--- src/rtl/hazard_pkg.sv ---
// Shared types and constants for the forwarding / hazard controller.
// Forward-select encoding, multi-cycle FSM states and the hard-wired zero register.
package hazard_pkg;

   typedef enum logic [1:0] {
      FWD_RF = 2'b00,
      FWD_ME = 2'b10,
      FWD_WB = 2'b11
   } fwd_sel_t;

   typedef enum logic {
      MC_IDLE = 1'b0,
      MC_BUSY = 1'b1
   } mc_state_t;

   localparam logic [31:0] REG_X0 = '0;
   localparam int          CNT_W  = 4;

endpackage

--- src/rtl/fwd_sel.sv ---
// Per-operand forwarding comparator: picks ME, then WB, then the register file.
// A destination of x0 never forwards, since x0 always reads as zero.
module fwd_sel
   import hazard_pkg::*;
#(
   parameter int REG_AW = 5
)(
   input  logic              wr_me,
   input  logic [REG_AW-1:0] rd_me,
   input  logic              wr_wb,
   input  logic [REG_AW-1:0] rd_wb,
   input  logic [REG_AW-1:0] rs,
   output fwd_sel_t          sel
);

   always_comb begin
      sel = FWD_RF;
      if (wr_me && (rd_me != REG_AW'(REG_X0)) && (rd_me == rs))
         sel = FWD_ME;
      else if (wr_wb && (rd_wb != REG_AW'(REG_X0)) && (rd_wb == rs))
         sel = FWD_WB;
   end

endmodule

--- src/rtl/fwd_hazard_ctrl.sv ---
// Forwarding and hazard controller for the 5-stage core: operand forward selects,
// load-use stall, and a counter-driven stall FSM for multi-cycle EX operations.
module fwd_hazard_ctrl
   import hazard_pkg::*;
#(
   parameter int REG_AW  = 5,
   parameter int NUM_SRC = 2,
   parameter int MC_LAT  = 4
)(
   input  logic                      clk,
   input  logic                      rst,
   input  logic                      RUWr_ex,
   input  logic                      load_ex,
   input  logic [REG_AW-1:0]         rd_ex,
   input  logic                      mc_start_ex,
   input  logic                      RUWr_me,
   input  logic [REG_AW-1:0]         rd_me,
   input  logic                      RUWr_wb,
   input  logic [REG_AW-1:0]         rd_wb,
   input  logic [NUM_SRC*REG_AW-1:0] rs_id,
   input  logic [NUM_SRC*REG_AW-1:0] rs_ex,
   input  logic                      flush,
   output logic [NUM_SRC*2-1:0]      FUSrc,
   output logic                      stall_pc,
   output logic                      stall_ifid,
   output logic                      stall_idex,
   output logic                      bubble_ex,
   output logic                      bubble_me,
   output logic                      mc_busy,
   output logic                      mc_done
);

   localparam logic [CNT_W-1:0] MC_LOAD = CNT_W'(MC_LAT - 2);

   mc_state_t        state, state_n;
   logic [CNT_W-1:0] cnt, cnt_n;
   fwd_sel_t         fwd_raw [NUM_SRC];
   logic             rs_hit, lu, mc_stall;
   logic             s_pc, s_ifid, s_idex, b_ex, b_me, done;

   for (genvar i = 0; i < NUM_SRC; i++) begin : g_fwd
      fwd_sel #(.REG_AW(REG_AW)) u_fwd_sel (
         .wr_me (RUWr_me),
         .rd_me (rd_me),
         .wr_wb (RUWr_wb),
         .rd_wb (rd_wb),
         .rs    (rs_ex[i*REG_AW +: REG_AW]),
         .sel   (fwd_raw[i])
      );
      assign FUSrc[2*i +: 2] = rst ? 2'b00 : fwd_raw[i];
   end

   always_comb begin
      rs_hit = 1'b0;
      for (int i = 0; i < NUM_SRC; i++)
         if (rs_id[i*REG_AW +: REG_AW] == rd_ex)
            rs_hit = 1'b1;
   end

   assign lu = load_ex && RUWr_ex && (rd_ex != REG_AW'(REG_X0)) && rs_hit;

   always_ff @(posedge clk or posedge rst) begin
      if (rst) begin
         state <= MC_IDLE;
         cnt   <= '0;
      end else begin
         state <= state_n;
         cnt   <= cnt_n;
      end
   end

   // Flush overrides everything; otherwise a multi-cycle stall masks load-use.
   always_comb begin
      state_n  = state;
      cnt_n    = cnt;
      mc_stall = 1'b0;
      done     = 1'b0;
      s_pc     = 1'b0;
      s_ifid   = 1'b0;
      s_idex   = 1'b0;
      b_ex     = 1'b0;
      b_me     = 1'b0;
      if (flush) begin
         state_n = MC_IDLE;
         cnt_n   = '0;
         b_ex    = 1'b1;
         b_me    = 1'b1;
      end else begin
         case (state)
            MC_IDLE: begin
               if (mc_start_ex) begin
                  mc_stall = 1'b1;
                  cnt_n    = MC_LOAD;
                  state_n  = MC_BUSY;
               end
            end
            MC_BUSY: begin
               if (cnt != '0) begin
                  mc_stall = 1'b1;
                  cnt_n    = cnt - CNT_W'(1);
               end else begin
                  done    = 1'b1;
                  state_n = MC_IDLE;
               end
            end
            default: state_n = MC_IDLE;
         endcase
         if (mc_stall) begin
            s_pc   = 1'b1;
            s_ifid = 1'b1;
            s_idex = 1'b1;
            b_me   = 1'b1;
         end else if (lu) begin
            s_pc   = 1'b1;
            s_ifid = 1'b1;
            b_ex   = 1'b1;
         end
      end
   end

   assign stall_pc   = s_pc   & ~rst;
   assign stall_ifid = s_ifid & ~rst;
   assign stall_idex = s_idex & ~rst;
   assign bubble_ex  = b_ex   & ~rst;
   assign bubble_me  = b_me   & ~rst;
   assign mc_done    = done   & ~rst;
   assign mc_busy    = (state == MC_BUSY) & ~rst;

endmodule

--- config.mk ---
export PLATFORM = sky130hd
export DESIGN_NAME = fwd_hazard_ctrl
export DESIGN_NICKNAME = d
export VERILOG_FILES = /design/src/rtl/hazard_pkg.sv /design/src/rtl/fwd_sel.sv /design/src/rtl/fwd_hazard_ctrl.sv
export SDC_FILE = /design/constraint.sdc
export NUM_CORES = 1
export LEC_CHECK = 0
export BUFFER_PORTS_ARGS = -buffer_cell sky130_fd_sc_hd__buf_2
export CAP_MARGIN = 40
export CORE_MARGIN = 2
export CORE_UTILIZATION = 35
export CTS_BUF_LIST = sky130_fd_sc_hd__clkbuf_16
export CTS_CLUSTER_DIAMETER = 150
export CTS_CLUSTER_SIZE = 28
export DETAILED_ROUTE_END_ITERATION = 12
export GPL_ROUTABILITY_DRIVEN = 0
export PLACE_DENSITY = 0.72
export SKIP_LAST_GASP = 1
export SYNTH_ARGS = -nofsm -noshare
export SYNTH_HDL_FRONTEND = slang
export SYNTH_SLANG_ARGS = --single-unit
--- constraint.sdc ---
create_clock -name clk -period 1.4 [get_ports clk]
set_input_delay 0.14 -clock clk [delete_from_list [all_inputs] [get_ports clk]]
set_output_delay 0.14 -clock clk [all_outputs]
set_load 0.005 [all_outputs]
==> results.md, run 1 <==
- The worst-margin pin slew is 0.2653 ns.
- The number of global-route vias before repair was 1000.
- The filler cells instantiated in the layout total 155.
- The classification of the worst-slack hold path is in2async.
- Dividing the detail-routed wire length by the instance count gives 14.23 um.
- After layout, the worst setup slack is -0.3486 ns.
- The clock drives 5 sinks.
- The count of vias placed by the detailed router is 1033.
- The critical path's slowest cell is sky130_fd_sc_hd__dfrtp_1.
- The final count of hold timing violations is 0.
- Data on the critical path arrives at its endpoint at 1.61 ns.
- The aggregate routed wire length is 2888 um.
- The clock tree buffer depth is 2.
- The effective utilization at floorplan is 0.3638.
- The layout cell share with drive strength beyond 1 is 0.6457.
- The share of the Yosys chip area taken by registers is 0.1570.
- Between clock sinks in the finished design, the worst skew comes to 0.0002100 ns.
- The time the final worst path needs with I/O delays and setup is 1.749 ns.
- The data required time of the critical path is 1.26 ns.
- Along the worst path, the maximum fanout reaches 2.
- The power density over cell area is 717.8 nW/um^2.
- The clock root buffer master is sky130_fd_sc_hd__clkbuf_16.
- The largest area contributor in the netlist is sky130_fd_sc_hd__xor2_1.
- The detailed placement HPWL is 2054 um.
- After synthesis, the netlist uses 30 different library cells.
- From bottom edge to top edge, the die measures 51.72 um.
- Yosys mapped a number of flops with a built-in enable equal to 0.
- Compared with the post-synthesis result, the final layout area differs by 101.9%.
- The number of antenna diodes in the final layout is 0.
- In this run the cell area of the synthesized design comes to 797.0 um^2.
- The final reports fail on negative setup slack.
- For this run, the detailed router's first-pass iteration total came to 4.
- In this run the number of H-tree levels came out at 1.
- The core region area is 2191 um^2.
- Sorting the synthesized cells by area gives the leading types as sky130_fd_sc_hd__xor2_1 (20%), sky130_fd_sc_hd__dfrtp_1 (16%), sky130_fd_sc_hd__xnor2_1 (13%).
- Counting tap cells, the placed design contains a total of 192 instances.
- In this design, the stage delay of the slowest critical-path cell is 0.38 ns.
- The number of setup violations in the final report is 14.
- The maximum number of pins on one net before global-route repair is 10.
- The utilization after layout is 0.7344.
- The number of antenna violations at the first check in global routing is 0.
- Traced cell by cell, the critical path runs through inv_2 > ha_4 > nand2_4 > o32ai_4 > o2111ai_1 > o31ai_1 > buf_2.
- In this run, CTS created clock tree buffers numbering 3.
- The net count of the finished layout is 221.
- Counting flops with an async set or reset pin after synthesis yields a share of 1.000.
- Counting instances in the post-synthesis netlist gives the leading cell types as sky130_fd_sc_hd__xor2_1 (18), sky130_fd_sc_hd__xnor2_1 (12), sky130_fd_sc_hd__a21oi_1 (6), sky130_fd_sc_hd__nand3_1 (6), sky130_fd_sc_hd__nor2_1 (6).
- In the finished design, the share of the clock period the worst path needs comes to 1.249.
- The analysis attributes to cell leakage a power of 0.7602 nW.
- Synthesis produced 96 cells.
- The number of max-capacitance violations reported is 0.
- In this run the power spent charging and discharging nets is 0.0003370 W.
- After clock tree synthesis, the clock-pin slew on the worst setup and hold paths is 0.03 ns.
- In the global route stage, overall resource usage came out at 0.2191.
- For the worst-skew pair, the clock arrives at the later sink with an insertion delay of 0.23 ns.
- Port buffering added 53 buffers.
- The synthesized design contains 5 register bits.
- Summing all multi-input logic gate instances after layout gives 790.8 um^2.
- The floorplan die width is 51.72 um.
- The detailed-route DRC error count is 0.
- The internal power component is 0.0008179 W.
- The maximum vdd drop is 0.7440 mV.
- The type of element capturing the critical path is an output pin.
- The kind of start point of the critical path is a flop.
- The first global-routing pass estimated 4305 um of wire.
- TritonCTS built the clock tree.
- The area of all sequential standard cells is 125.1 um^2.
- The worst-case headroom to the max-slew limit is 0.8232.
- The combinational share of power is 0.450.
- The flip-flop cell with the highest count after synthesis is sky130_fd_sc_hd__dfrtp_1.
- Static timing analysis puts the maximum clock frequency at 0.5719 GHz.
- Of the total power, the share spent switching nets is 0.2918.
- The count of standard-cell rows is 17.
- The finished layout holds 203 standard cells, fillers aside.
- The detailed-route vias per instance is 5.089.
- Setup repair after global routing could not meet its margin everywhere.
- The share of synthesized area in the top cell type comes to 0.1978.
- Pin placement for this block handled 54 I/O pins.
- The kind of critical path is reg2out.
- The library cell with the highest instance count after synthesis is sky130_fd_sc_hd__xor2_1.
- The run finished, with violations left.
- The total grt overflow is 0.
- The die covers 2675 um^2.
- The clock group share of total power is 0.401.
- Dividing the synthesized area by the synthesized cell count gives 8.302 um^2.
- The Yosys warning count is 0.
- Of the total power, registers draw 0.149.
- The number of nets handed over by synthesis was 141.
- The first routing iteration left 12 violations.
- The count of final max-slew check failures came to 0.
- The count of nets left with antenna violations once routing finished came out at 0.
logic make-up after synthesis:
kind of cell / synth area share
buf+inv: 0.04709
simple gates: 0.2496
fa+ha+maj: 0.03139
xor+xnor: 0.3297
compound gates: 0.1853
flops: 0.1570
routing by layer:
metal,GRT usage,vias up,part of all wire
met5,0,-,0
met4,0.06579,0,0.0097
met3,0.04885,4,0.065
met2,0.4359,47,0.56
met1,0.2226,481,0.36
li1,-,501,-
power by group through the flow:
stage / clock network (W) / registers, W / logic (W)
2_1_floorplan: 0 / 0.000172 / 0.000188
3_3_place_gp: 0 / 0.000172 / 0.000366
3_5_place_dp: 0 / 0.000172 / 0.000377
4_1_cts: 0.000469 / 0.000172 / 0.000433
5_1_grt: 0.000486 / 0.000173 / 0.000557
6_report: 0.000464 / 0.000172 / 0.000519
layout make-up:
cell class,count,area share
well taps,28,0.02177
clock buffers,3,0.04666
flip-flops and latches,5,0.07776
clock inverters,1,0.002333
multi-input cells,83,0.4914
inverters,4,0.009331
repair buffers,79,0.3507
state kept, by name (all words and copies together) (netlist names):
register / cells
state: 1
cnt: 4
critical path: cells and delay by family, from the launching register on:
| kind | cells | cell delay (ns) |
|---|---|---|
| flops | 1 | 0.38 |
| fa+ha+maj | 1 | 0.14 |
| compound gates | 3 | 0.56 |
| buf+inv | 2 | 0.24 |
| simple gates | 1 | 0.06 |
placed cells by master (no fill, tap or decap), types with 5 or more instances in the layout:
master                     n
sky130_fd_sc_hd__xor2_1   17
sky130_fd_sc_hd__or4_4     6
sky130_fd_sc_hd__buf_4    20
sky130_fd_sc_hd__xnor2_1   6
sky130_fd_sc_hd__buf_2    41
sky130_fd_sc_hd__buf_6    15
sky130_fd_sc_hd__nor2_1    5
sky130_fd_sc_hd__xnor2_2   6
sky130_fd_sc_hd__a21oi_2   5
sky130_fd_sc_hd__dfrtp_1   5
sky130_fd_sc_hd__nand3_1   6
path summary, 6_finish.rpt:
check	from	end	slack, ns	cells after the start
worst max register to register	cnt[0]$_DFFE_PP0P_	cnt[1]$_DFFE_PP0P_	-0.19	7
min in group clk	flush	cnt[3]$_DFFE_PP0P_	0.19	2
worst min-delay path	rst	state$_DFF_PP0_	0.03	3
max in group asynchronous	rst	cnt[3]$_DFFE_PP0P_	0.80	3
worst max-delay path	cnt[0]$_DFFE_PP0P_	bubble_ex	-0.35	7
worst min register to register	state$_DFF_PP0_	cnt[1]$_DFFE_PP0P_	0.67	2
through the flow:
stage / TNS [ns] / worst slack (ns) / instance area (um^2) / hold WS [ns] / power (W)
6_report: -2.721 / -0.3486 / 1609 / 0.02691 / 0.001155
5_1_grt: -3.689 / -0.4315 / 1609 / 0.05019 / 0.001215
2_1_floorplan: -0.1252 / -0.1252 / 815.8 / 0.1548 / 0.0003608
3_5_place_dp: -0.6953 / -0.1065 / 1236 / 0.1149 / 0.0005497
4_1_cts: -2.512 / -0.3577 / 1463 / 0.005641 / 0.001074
3_3_place_gp: -0.5157 / -0.08940 / 1236 / 0.1001 / 0.0005375
timing repair:
action	in CTS	in global routing
hold buffers	1	0
resized for setup	26	27
hold endpoints to repair	2	0
buffers inserted	2	4
pin swaps	28	15
setup endpoints to repair	14	14
No activity file was read; power rests on OpenSTA's default activity.
==> inputs of run 2 (changes only) <==
--- a/config.mk
+++ b/config.mk
@@ -14,7 +14,8 @@
 export CTS_CLUSTER_SIZE = 28
 export DETAILED_ROUTE_END_ITERATION = 12
 export GPL_ROUTABILITY_DRIVEN = 0
-export PLACE_DENSITY = 0.72
+export MAX_ROUTING_LAYER = met4
+export PLACE_DENSITY = 0.69
 export SKIP_LAST_GASP = 1
 export SYNTH_ARGS = -nofsm -noshare
 export SYNTH_HDL_FRONTEND = slang
==> constraint.sdc (replaced) <==
create_clock -name clk -period 2.01 [get_ports clk]
set_input_delay 0.201 -clock clk [delete_from_list [all_inputs] [get_ports clk]]
set_output_delay 0.201 -clock clk [all_outputs]
set_load 0.005 [all_outputs]
==> run 2 against run 1 <==
  * Highest routed layer unchanged
  * Die area is the same
  * Worst hold slack gained 0.21 ns
  * Largest power group is now clock
  * Combinational power is 58% lower
  * Clock skew rose by 0.0011 ns
  * The flow now finishes without violations
  * Setup slack better by 0.44 ns
==> results.md, run 2 (synthesized netlist as in run 1, its figures left out) <==
- In the final layout, the share of cells above drive strength 1 is 0.4276.
- The final worst hold slack is 0.2415 ns.
- The slack of the worst reg-to-reg path is 0.52 ns.
- The count of final max-slew check failures is 0.
- Buffers inserted during clock tree synthesis total 3.
- The number of global-route vias before repair is 873.
- The count of cells along the worst register-to-register path is 5.
- The top cell types in the final layout, fill and taps aside, are sky130_fd_sc_hd__buf_2 (53), sky130_fd_sc_hd__xor2_1 (18), sky130_fd_sc_hd__xnor2_1 (12).
- For this design the static power due to leakage is 0.5526 nW.
- The top fanout value on the critical path is 4.
- The critical path's slowest cell is sky130_fd_sc_hd__dfrtp_1.
- The library cell used most frequently in the layout, excluding fill and tap cells, is sky130_fd_sc_hd__buf_2.
- For this run, the detailed router's first-pass iteration total came to 4.
- The core region is 2191 um^2.
- The number of cells on the worst hold path is 2.
- Summing internal, switching and leakage power gives 0.0006606 W.
- The critical path arrival is 1.72 ns.
- STA classifies the critical path endpoint as an output pin.
- After legalization and detailed placement, the total HPWL measured 1990 um.
- The area of all sequential standard cells is 125.1 um^2.
- The clock-pin slew reported for the worst setup and hold paths after clock tree synthesis is 0.03 ns.
- In the detailed route, the total length drawn on met2 is 1200 um.
- The aggregate routed wire length is 2247 um.
- The clock passes through at most 2 buffers.
- Of the total power, the share spent switching nets is 0.2774.
- The time the final worst path needs with I/O delays and setup is 1.916 ns.
- The initial utilization of the core area, before any placement, comes to 0.3638.
- The largest registers in the layout are cnt x4, state x1.
- The worst setup path is launched from a flop.
- For the pin with the worst max-slew slack, the measured transition is 0.2615 ns.
- Dividing the final minimum period by the clock period gives 0.9532.
- The number of setup violations in the final report is 0.
- The number of gates resized after CTS is 0.
- The flip-flop count of the largest register, all copies and words added is 4.
- The min-delay analysis places its worst path in the category in2reg.
- The source of the worst register-to-register timing path is cnt[0]$_DFFE_PP0P_.
- The total grt overflow is 0.
- The power dissipated by switching net loads is 0.0001832 W.
- The wire length per cell is 12.48 um.
- For hold timing, the worst endpoint is cnt[0]$_DFFE_PP0P_.
- For this design the ratio of total power to cell area is 560.5 nW/um^2.
- Entering global routing, the biggest net connects 10 pins.
- The worst min-delay path startpoint is flush.
- At the later pin of the worst-skew pair, clock insertion delay measures 0.23 ns.
- The overall track demand over capacity in global routing is 0.1893.
- Measured along the x axis, the die boundary spans 51.72 um.
- The number of nets with antenna violations after routing is 0.
- TritonCTS built the clock tree.
- The met1 routed wirelength after detailed routing is 866 um.
- The critical path buffer and inverter count is 2.
- The count of boundary I/O pins is 54.
- The uppermost metal layer occupied by signal nets is met4.
- For this run, the post-layout net count is 198.
- The share of total power dissipated in sequential elements is 0.185.
- The detailed-route vias per instance is 5.078.
- For this block, the via count after detailed routing is 914.
- The share of total power dissipated in combinational logic is 0.332.
- The clock group share of total power is 0.483.
- The internal portion of the total power is 0.0004774 W.
- The final count of hold timing violations is 0.
- For the worst setup path, the data required time is 1.81 ns.
- The final cell count without fillers is 180.
- The clock root buffer master is sky130_fd_sc_hd__clkbuf_16.
- Once placement completed, the tool counted placed cells totaling 175.
- The detailed-route DRC error count is 0.
- The number of buffers inserted by port buffering is 53.
- The floorplan die height is 51.72 um.
- The number of antenna diodes in the final layout is 0.
- The met3 layer wire length in the routed design is 110 um.
- The layout has 214 filler cells.
- Setup repair after global routing could not meet its margin everywhere.
- The number of H-tree branching levels is 1.
- The kind of cell adding the most delay to the critical path is compound AO/OA/AOI/OAI gates.
- The first global-routing pass estimated 3663 um of wire.
- The maximum vdd drop is 0.3047 mV.
- The count of standard-cell rows is 17.
- The most flop-heavy register is cnt.
- On the final layout, the worst clock skew is 0.001290 ns.
- The worst setup path is of the reg2out kind.
- The run finished with clean final reports.
- Derived from the worst setup path, the maximum achievable clock frequency is 0.5219 GHz.
- The largest single stage delay on the critical path is 0.40 ns.
- The worst flop-to-flop path endpoint is cnt[1]$_DFFE_PP0P_.
- The tree built by TritonCTS fans out to 5 sinks.
- The iteration-0 DRC count of the detailed router is 7.
- Measured against its own limit, the worst slew margin works out to 0.8257.
- Compared with the post-synthesis result, the final layout area differs by 47.88%.
- The full die area is 2675 um^2.
- The number of post-CTS setup repair buffers is 0.
- The multi-input combinational cell area is 634.4 um^2.
- The number of antenna violations at the first check in global routing is 0.
- Traced cell by cell, the critical path runs through inv_1 > ha_1 > nand2_2 > o32ai_4 > o2111ai_1 > o31ai_1 > buf_2.
- The number of max-capacitance violations reported is 0.
run 2: changes by cell type in the layout (fill, tap and decap cells not counted), moves of 4 or more:
cell and change:
sky130_fd_sc_hd__xnor2_1 +6, sky130_fd_sc_hd__buf_4 -18, sky130_fd_sc_hd__buf_2 +12, sky130_fd_sc_hd__or4_4 -4, sky130_fd_sc_hd__buf_6 -15, sky130_fd_sc_hd__xnor2_2 -6
sky130_fd_sc_hd__or4_1 +4, sky130_fd_sc_hd__a21oi_2 -5, sky130_fd_sc_hd__a21oi_1 +5
run 2: how the worst max path moves through the flow:
stage / start / slack (ns) / end / cells past startpoint
global route: cnt[0]$_DFFE_PP0P_ / -0.03 / bubble_ex / 7
floorplan: cnt[0]$_DFFE_PP0P_ / 0.41 / bubble_ex / 6
finish: cnt[0]$_DFFE_PP0P_ / 0.09 / bubble_ex / 7
global placement: cnt[0]$_DFFE_PP0P_ / 0.37 / bubble_ex / 7
CTS: cnt[0]$_DFFE_PP0P_ / 0.08 / bubble_ex / 7
detailed placement: cnt[0]$_DFFE_PP0P_ / 0.32 / bubble_ex / 7
run 2: per-stage QoR:
step	setup WS [ns]	cell area, um^2	util	setup TNS, ns
6_report	0.09398	1179	0.5380	0
5_1_grt	-0.02768	1179	0.5380	-0.02768
4_1_cts	0.08117	1179	0.5380	0
3_5_place_dp	0.3236	1090	0.4974	0
3_3_place_gp	0.3729	1090	0.4974	0
2_1_floorplan	0.4122	797.0	-	0
run 2: power by group through the flow:
stage	registers, W	clock network, W	logic, W
6_report	0.000122	0.000319	0.000219
5_1_grt	0.000124	0.000333	0.000243
4_1_cts	0.000122	0.000325	0.000221
3_5_place_dp	0.000123	0	0.000219
3_3_place_gp	0.000122	0	0.000213
2_1_floorplan	0.000119	0	0.000126
run 2: layout make-up:
cell class | instances | area share
Multi-Input combinational cell | 83 | 0.5382
Timing Repair Buffer | 56 | 0.2463
Sequential cell | 5 | 0.1062
Clock buffer | 3 | 0.06369
Tap cell | 28 | 0.02972
Inverter | 4 | 0.01274
Clock inverter | 1 | 0.003185
run 2: per-layer routing:
metal  vias to the layer above  track usage
met4                         0       0.1096
li1                        459            -
met2                        34       0.3355
met1                       414       0.2011
met3                         7      0.02586
met5                         -            -
run 2: timing repair:
action                                  in CTS  in global routing
endpoints found under the setup margin       0                  1
hold endpoints to repair                     5                  0
hold buffers                                 1                  0
==> inputs of run 3 (changes only) <==
--- a/config.mk
+++ b/config.mk
@@ -16,6 +16,7 @@
 export GPL_ROUTABILITY_DRIVEN = 0
 export MAX_ROUTING_LAYER = met4
 export PLACE_DENSITY = 0.69
+export REMOVE_ABC_BUFFERS = 1
 export SKIP_LAST_GASP = 1
 export SYNTH_ARGS = -nofsm -noshare
 export SYNTH_HDL_FRONTEND = slang
==> run 3 against run 2 <==
  * First-iteration DRC count increased by 140%
  * Clock power decreased by 2%
  * Worst hold slack got worse by 0.24 ns
  * Setup slack improved by 0.031 ns
  * Design area decreased by 0.85%
  * Combinational power about the same
  * The flow now finishes with violations (negative hold slack)
  * Critical path depth unchanged
  * Sequential share of layout area increased by 0.091 points
  * Highest routed layer is now met3
  * Non-clock buffer count decreased by 1
  * Register-to-register slack about the same
  * Clock-buffer cell count unchanged
==> results.md, run 3 (synthesized netlist as in run 1, its figures left out) <==
- The flow ran to the end, but the final reports show violations.
- In the finished design, the share of the clock period the worst path needs comes to 0.9376.
- In the layout the commonest cells are sky130_fd_sc_hd__buf_2 (53), sky130_fd_sc_hd__xor2_1 (18), sky130_fd_sc_hd__xnor2_1 (12).
- The initial utilization of the core area, before any placement, comes to 0.3638.
- For the final routed database, the setup TNS stands at 0 ns.
- The maximum achievable frequency is 0.5306 GHz.
- The final worst hold slack is -0.00008343 ns.
- The maximum number of pins on one net before global-route repair is 10.
- For this block, the via count after detailed routing is 913.
- The number of global-route vias before repair is 888.
- In the final layout, the share of cells above drive strength 1 is 0.4371.
- The critical path arrival is 1.68 ns.
- The number of buffers and inverters on the critical path is 2.
- TritonCTS built the clock tree.
- After clock tree synthesis, the clock-pin slew on the worst setup and hold paths is 0.03 ns.
- The count of standard-cell rows is 17.
- After detailed routing, the number of remaining DRC violations is 0.
- The worst-case headroom to the max-slew limit is 0.8204.
- Clock latency on the worst-skew pair, taken at its later pin, is 0.22 ns.
- In this run, the number of DRC markers left after iteration 0 of detailed routing was 17.
- The wire length per cell is 12.11 um.
- At the worst endpoint, the required time is 1.81 ns.
- The top fanout value on the critical path is 4.
- The leading cell type in the layout, fill and taps excluded is sky130_fd_sc_hd__buf_2.
- Buffers inserted to repair hold after CTS numbered 0.
- The time the final worst path needs with I/O delays and setup is 1.885 ns.
- The count of buffers added on input and output ports is 53.
- At the end of the flow the core is filled with cells to 0.5334.
- Setup repair after global routing left no endpoint under its margin.
- The critical path's slowest cell is sky130_fd_sc_hd__dfrtp_1.
- For this run, the total global-route usage over all layers was measured as 0.1813.
- The reported leakage power is 0.5485 nW.
- The first global-routing pass estimated 3601 um of wire.
- For this design the top-level I/O count stands at 54.
- For the final database, setup skew stands at 0.0001791 ns.
- The aggregate routed wire length is 2168 um.
- The pre-antenna-repair detailed-routing pass consisted of 4 iterations.
- The tightest min-delay check is of the in2async type.
- The core region is 2191 um^2.
- The detailed-route vias per instance is 5.101.
- The worst-margin pin slew is 0.2669 ns.
- In this run the post-CTS setup repair buffer count came out at 0.
- Counting along the longest clock path gives a buffer depth of 2.
- In this run the clock root is driven by a sky130_fd_sc_hd__clkbuf_16.
- In this design, the largest share of critical-path delay is due to compound AO/OA/AOI/OAI gates.
- The floorplan die height is 51.72 um.
- The clock net in this run drives a total of 5 sinks.
- The largest registers in the layout are cnt x4, state x1.
- The clock buffer count from CTS is 3.
- The maximum vdd drop is 0.3696 mV.
- The number of H-tree branching levels is 1.
- The final reports fail on negative hold slack.
- The number of antenna violations at the first check in global routing is 0.
- The worst setup path is launched from a flop.
- The HPWL after detailed placement is 1980 um.
- Walking the worst path, the cells encountered are inv_2 > ha_1 > nand2_2 > o32ai_4 > o2111ai_1 > o31ai_1 > buf_2.
- The net count of the finished layout is 197.
- The tool flagged a number of max-cap violations equal to 0.
- The final count of hold timing violations is 2.
- The count of final max-slew check failures is 0.
- The floorplan step defined a die boundary enclosing 2675 um^2.
- The kind of critical path is reg2out.
- The register with the most flip-flops in the layout has 4 of them.
- In this run the remaining antenna-violating nets after routing total 0.
- For this run, the slowest stage of the critical path takes 0.40 ns.
- After global routing the overflow that remains totals 0.
- STA classifies the critical path endpoint as an output pin.
- The synthesis-to-finish area growth is 46.62%.
- The floorplan die width is 51.72 um.
- Setup violations remaining at the end of the flow were counted as 0.
- In this run the power density over the cells is 560.3 nW/um^2.
- The total inserted antenna cells is 0.
- The number of gates resized after CTS is 0.
- The most flop-heavy register is cnt.
run 3: path summary, 6_finish.rpt:
| kind | from | to | slack (ns) | cells after the start |
|---|---|---|---|---|
| worst min-delay path | rst | cnt[3]$_DFFE_PP0P_ | -0.00008 | 2 |
| worst min register to register | cnt[0]$_DFFE_PP0P_ | cnt[0]$_DFFE_PP0P_ | 0.58 | 2 |
| max in group asynchronous | rst | state$_DFF_PP0_ | 1.81 | 2 |
| worst max register to register | cnt[0]$_DFFE_PP0P_ | cnt[1]$_DFFE_PP0P_ | 0.52 | 5 |
| min in group clk | flush | cnt[2]$_DFFE_PP0P_ | 0.24 | 2 |
| worst max-delay path | cnt[0]$_DFFE_PP0P_ | bubble_ex | 0.13 | 7 |
run 3: cell type report:
type | instances | area (um^2)
clock buffer | 3 | 75.07
clock inverter | 1 | 3.754
fill | 215 | 1022
inverter | 4 | 15.01
multi-input combinational | 83 | 634.4
sequential | 5 | 125.1
tap | 28 | 35.03
timing repair buffer | 55 | 280.3
run 3: worst register-to-register path: cells and delay by family, from the launching register on:
| family | cells | cell delay, ns |
|---|---|---|
| compound gates | 2 | 0.66 |
| flops | 1 | 0.40 |
| fa+ha+maj | 1 | 0.15 |
| simple gates | 1 | 0.09 |
| buf+inv | 1 | 0.08 |
run 3: metrics by stage:
stage	std cells	total power [W]	setup slack (ns)	cell area (um^2)
floorplan	92	0.0002361	0.4007	774.5
global placement	175	0.0003362	0.3676	1090
detailed placement	175	0.0003426	0.3324	1090
CTS	179	0.0006634	0.08676	1169
global route	179	0.0006967	0.03386	1169
finish	179	0.0006548	0.1254	1169
run 3: metal layers:
layer,part of all wire,up-vias,GRT usage
met5,0,-,-
met4,0,0,0.05263
met3,0.054,0,0.01724
met2,0.55,36,0.3397
met1,0.40,418,0.2028
li1,-,459,-
run 3: report_power, final:
part / leakage [nW] / switching (W) / internal, W
Sequential: 0.0665 / 0.0000121 / 0.000110
Clock: 0.0423 / 0.0000572 / 0.000257
Combinational: 0.440 / 0.000110 / 0.000109
Total: 0.549 / 0.000179 / 0.000476
